### config.mk
export PLATFORM = sky130hd
export DESIGN_NAME = my_add8
export DESIGN_NICKNAME = d
export VERILOG_FILES = /design/src/rtl/my_add8_pkg.sv /design/src/rtl/my_add8_full_adder.sv /design/src/rtl/my_add8.sv
export SDC_FILE = /design/constraint.sdc
export NUM_CORES = 1
export LEC_CHECK = 0
export ABC_CLOCK_PERIOD_IN_PS = 1200
export BUFFER_PORTS_ARGS = -buffer_cell sky130_fd_sc_hd__buf_2
export CAP_MARGIN = 20
export CORE_AREA = 2 2 39 41
export CTS_CLUSTER_SIZE = 30
export DETAILED_ROUTE_END_ITERATION = 10
export DIE_AREA = 0 0 41 43
export SLEW_MARGIN = 40
export SYNTH_ARGS = -nofsm -noshare
export SYNTH_HDL_FRONTEND = slang
export SYNTH_HIERARCHICAL = 1
export SYNTH_SLANG_ARGS = --single-unit
### constraint.sdc
create_clock -name clk -period 1.2 [get_ports clk]
set_input_delay 0.24 -clock clk [delete_from_list [all_inputs] [get_ports clk]]
set_output_delay 0.24 -clock clk [all_outputs]
set_load 0.02 [all_outputs]
### src/rtl/my_add8_pkg.sv
// Shared constants for the my_add8 adder: default width and the value the
// output registers take while reset is asserted.
package my_add8_pkg;

    localparam int ADD_WIDTH = 8;
    localparam int MAX_WIDTH = 64;

    // Sized for the widest legal adder plus its carry; the top slices what it needs.
    localparam logic [MAX_WIDTH:0] RESET_VALUE = '0;

endpackage

### src/rtl/my_add8_full_adder.sv
// One-bit full adder cell, the building block of the ripple-carry chain.
module full_adder (
    input  logic a,
    input  logic b,
    input  logic cin,
    output logic sum,
    output logic cout
);

    logic half_sum;

    assign half_sum = a ^ b;
    assign sum      = half_sum ^ cin;
    assign cout     = (a & b) | (cin & half_sum);

endmodule

### src/rtl/my_add8.sv
// Registered unsigned adder: a WIDTH-bit ripple-carry chain whose sum and
// final carry are captured every clock, one cycle of latency.
module my_add8
    import my_add8_pkg::*;
#(
    parameter int             WIDTH     = ADD_WIDTH,
    parameter logic [WIDTH:0] RST_VALUE = RESET_VALUE[WIDTH:0]
) (
    input  logic             clk,
    input  logic             rst,
    input  logic [WIDTH-1:0] op1,
    input  logic [WIDTH-1:0] op2,
    output logic [WIDTH-1:0] out,
    output logic             cout
);

    if (WIDTH < 1 || WIDTH > MAX_WIDTH) begin : g_width_check
        $error("my_add8: WIDTH must be between 1 and %0d", MAX_WIDTH);
    end

    logic [WIDTH:0]   carry;
    logic [WIDTH-1:0] sum_d;
    logic             cout_d;
    logic [WIDTH-1:0] sum_q;
    logic             cout_q;

    assign carry[0] = 1'b0;

    for (genvar gi = 0; gi < WIDTH; gi++) begin : g_fa
        full_adder u_fa (
            .a    (op1[gi]),
            .b    (op2[gi]),
            .cin  (carry[gi]),
            .sum  (sum_d[gi]),
            .cout (carry[gi+1])
        );
    end

    assign cout_d = carry[WIDTH];

    // Reset is asynchronous so the outputs clear without waiting for a clock.
    always_ff @(posedge clk or posedge rst) begin
        if (rst) begin
            {cout_q, sum_q} <= RST_VALUE;
        end else begin
            {cout_q, sum_q} <= {cout_d, sum_d};
        end
    end

    assign out  = sum_q;
    assign cout = cout_q;

endmodule

; Word level (Yosys, flattened, before mapping)
; Index checks and enable logic that the tools add are counted.
[op_classes]
n_bitwise = 37
[ops]
columns = operator, n
row1 = 1-bit AND, 15
row2 = 1-bit bitwise XOR, 15
row3 = 1-bit OR, 7
[totals]
in_bits = 18
register_bits = 9
output_inout_bits = 9

; Logic depth before layout (Yosys ltp)
[logic_depth]
word_depth = 15
ltp_mapped = 8
mapped_depth_nobuf = 8

; By module
; Netlist, hierarchy kept.
[by_module_without_submodules]
columns = mod, cells_per_inst, area_per_inst_um2, n_inst
row1 = my_add8, 11, 232.7, 1
row2 = full_adder, 1, 20.0, 8

; Least setup slack after synthesis
; OpenSTA, ideal clock, no wires.
[synth_path]
kind = input port to flip-flop
startpoint = input port op1[0]
endpoint = register sum_q[7], in the netlist out[7]
arrival_time_ps = 3355
stages = 8
n_path_buf = 0
setup_ps = 136
setup_slack_ps = -2290
path_cell_list = fa_1 > fa_1 > fa_1 > fa_1 > fa_1 > fa_1 > fa_1 > fa_1
[synth_via]
elab_chain_cells = 14
[synth_rtl]
columns = element, line
row1 = "start, declared", my_add8.sv:11  ; input logic [WIDTH-1:0] op1,
row2 = 1-bit AND (2 in series), my_add8_full_adder.sv:14  ; assign cout = (a & b) | (cin & half_sum);
row3 = 1-bit OR, my_add8_full_adder.sv:14
row4 = named net carry[2], my_add8.sv:21  ; logic [WIDTH:0] carry;
row5 = 1-bit AND, my_add8_full_adder.sv:14
row6 = 1-bit OR, my_add8_full_adder.sv:14
row7 = named net carry[3], my_add8.sv:21
row8 = 1-bit AND, my_add8_full_adder.sv:14
row9 = 1-bit OR, my_add8_full_adder.sv:14
row10 = named net carry[4], my_add8.sv:21
row11 = [... 2 more ...], n/a
row12 = named net carry[5], my_add8.sv:21
row13 = 1-bit AND, my_add8_full_adder.sv:14
row14 = 1-bit OR, my_add8_full_adder.sv:14
row15 = named net carry[6], my_add8.sv:21
row16 = 1-bit AND, my_add8_full_adder.sv:14
row17 = 1-bit OR, my_add8_full_adder.sv:14
row18 = named net carry[7], my_add8.sv:21
row19 = 1-bit bitwise XOR, my_add8_full_adder.sv:13  ; assign sum = half_sum ^ cin;
row20 = named net sum_d[7], my_add8.sv:22  ; logic [WIDTH-1:0] sum_d;
row21 = "end signal, assigned", my_add8.sv:46  ; {cout_q, sum_q} <= {cout_d, sum_d};
row22 = "end, declared", my_add8.sv:24  ; logic [WIDTH-1:0] sum_q;
; The timed path passes the listed nets, and every way through them passes these cells.

; Worst setup path after layout
[layout_path]
startpoint = input port op1[0]
endpoint = register sum_q[7], in the netlist out[7]
[layout_via]
elab_chain_cells = 14
[layout_rtl]
columns = element, line
row1 = 1-bit AND, my_add8_full_adder.sv:14
row2 = named net carry[1], my_add8.sv:21
row3 = 1-bit AND, my_add8_full_adder.sv:14
row4 = 1-bit OR, my_add8_full_adder.sv:14
row5 = named net carry[2], my_add8.sv:21
row6 = 1-bit AND, my_add8_full_adder.sv:14
row7 = 1-bit OR, my_add8_full_adder.sv:14
row8 = named net carry[3], my_add8.sv:21
row9 = [... 2 more ...], n/a
row10 = named net carry[4], my_add8.sv:21
row11 = [... 2 more ...], n/a
row12 = named net carry[5], my_add8.sv:21
row13 = 1-bit AND, my_add8_full_adder.sv:14
row14 = 1-bit OR, my_add8_full_adder.sv:14
row15 = named net carry[6], my_add8.sv:21
row16 = 1-bit AND, my_add8_full_adder.sv:14
row17 = 1-bit OR, my_add8_full_adder.sv:14
row18 = named net carry[7], my_add8.sv:21
row19 = 1-bit bitwise XOR, my_add8_full_adder.sv:13
row20 = named net sum_d[7], my_add8.sv:22
; The timed path passes the listed nets, and every way through them passes these cells.

==> results.json <==
{
  "cts_max_path_buffers": 2,
  "finalSetupViolations": 7,
  "first_pass_iters": 4,
  "dieHeight_um": 43,
  "yosys_warnings": 6,
  "critical-path-top-delay-family": "adder cells",
  "violations": "negative setup slack",
  "rows": 14,
  "vias_per_cell": 3.79,
  "worst_slack_ns": -1.92,
  "num_vias": 250,
  "synth_cells": 19,
  "num_io_pins": 27,
  "cp.buffers_inverters": 1,
  "required_ns": 1.32,
  "hold_start": "op2[7]",
  "cp-end-kind": "flip-flop",
  "hold_path.class": "in -> reg",
  "whs_path_depth": 2,
  "drt-total-wl_um": 595,
  "io_buffer_count": 26,
  "slowest_stage": "fa_1",
  "powerDensity_mw_per_mm2": 1340,
  "cts_buffers": 3,
  "drive_gt1_share_pct": 72.0,
  "whs_endpoint": "out[7]",
  "synth-seq-cells": 9,
  "slew_viol_final": 0,
  "rsz0062_at_grt": "true",
  "postRouteAntennaNets": 0,
  "num-nets-final": 77,
  "period_share_pct": 260,
  "cts.sinks": 9,
  "cpPeakStageDelay_ns": 0.42,
  "wl_per_cell_um": 9.02,
  "utilization_pct": 43.6,
  "fmax_ghz": 0.320,
  "fin_hold_ws_ns": 0.263,
  "antenna_found_initial": 0,
  "drt_iter0_drc": 1,
  "crit_type": "in -> reg",
  "path_max_fanout": 1,
  "start_kind": "primary input",
  "path_cells": "buf_6 -> fa_2 -> fa_2 -> fa_2 -> fa_2 -> fa_2 -> fa_2 -> fa_2 -> fa_1",
  "clk_pin_slew_ns": 0.05,
  "finalHoldViolCount": 0,
  "gp_congestion": 0.574,
  "seq_area_frac_synth_pct": 57.3,
  "syn2layout_area_growth_pct": 53.5,
  "max_cap_violations": 0,
  "power_w": 0.000811,
  "grt_pass1_wl_um": 917,
  "ir_drop_uv": 341,
  "status": "finished with violations",
  "die_w_um": 41,
  "dp_slack_ns": -2.21,
  "syn_nets": 45,
  "synth.distinct_cells": 4,
  "arrival_ns": 3.24,
  "drc": 0,
  "crit_top_cell": "fa_2",
  "cts_tree": "done",
  "grt-ovfl-total": 0,
  "first_global_vias": 254,
  "die_area_mm2": 0.00176,
  "p_leak_nw": 0.290,
  "cts-root-buf": "clkbuf_4",
  "grt_start_max_net_pins": 10,
  "synth_area_per_cell_um2": 20.7,
  "grtUsageTotal_pct": 8.88,
  "antenna_cells": 0,
  "initial_core_util_pct": 28.4,
  "htreeDepth": 1,
  "period_needed_ns": 3.12,
  "core_region_area_mm2": 0.00138,
  "place_area_um2": 561,
  "syn_area_um2": 393,
  "finalInstanceArea_um2": 603
}
layer usage:
layer / vias to the layer above / wire length (um) / global-route usage [%]
met1: 114 / 197 / 8.80
met2: 17 / 322 / 12.5
li1: 117 / - / -
met5: - / 0 / 0
met4: 0 / 7 / 12.0
met3: 2 / 68 / 1.57
synthesized netlist by cell type:
master   count  share of area [%]
dfrtp_1      9                 57
fa_1         8                 41
conb_1       1               0.95
inv_1        1               0.95
state kept, by name, summed over array words and instances, names as in the netlist:
signal  count
cout        1
out         8
what timing repair did:
| action | in CTS | in global routing |
|---|---|---|
| resized for setup | 1 | 0 |
| hold buffers | 1 | 0 |
| hold endpoints to repair | 9 | 0 |
| endpoints found under the setup margin | 7 | 7 |
| pin swaps | 0 | 0 |
| buffers inserted | 0 | 0 |
| gates cloned | 0 | 0 |
layout by cell type (no fill, tap or decap), drive strengths merged:
master / n
buf: 26
clkbuf: 4
dfrtp: 9
fa: 8
dlygate4sd3: 1
inv: 1
conb: 1
how the worst max path moves through the flow:
| stage | slack (ns) | to | cells past startpoint | startpoint |
|---|---|---|---|---|
| floorplan | -2.02 | out[7] | 8 | op1[0] |
| global placement | -2.20 | out[7] | 9 | op1[0] |
| detailed placement | -2.21 | out[7] | 9 | op1[0] |
| finish | -1.92 | out[7] | 9 | op1[0] |
| CTS | -1.93 | out[7] | 9 | op1[0] |
| global route | -1.98 | out[7] | 9 | op1[0] |
kinds of logic after synthesis:
family	share of synthesized area, %
other	0.954
buffers and inverters	0.954
adder cells (fa/ha/maj)	40.8
flip-flops	57.3
metrics by stage:
step	std cells	TNS (ns)
floorplan	19	-9.14
global placement	61	-10.38
detailed placement	61	-10.46
CTS	66	-8.35
global route	66	-8.64
finish	66	-8.31
power breakdown:
part | leakage (nW) | switching, W | internal [W] | total, W
Clock | 0.0150 | 0.0000864 | 0.000127 | 0.000213
Sequential | 0.105 | 0.00000959 | 0.000357 | 0.000367
Combinational | 0.170 | 0.000138 | 0.0000921 | 0.000230
layout make-up:
| cell class | instances | area (um2) |
|---|---|---|
| Clock buffer | 4 | 26.3 |
| Fill cell | 140 | 781 |
| Inverter | 1 | 3.75 |
| Multi-Input combinational cell | 9 | 181 |
| Sequential cell | 9 | 225 |
| Tap cell | 16 | 20.0 |
| Timing Repair Buffer | 27 | 146 |
(Power assumes the default switching activity.)
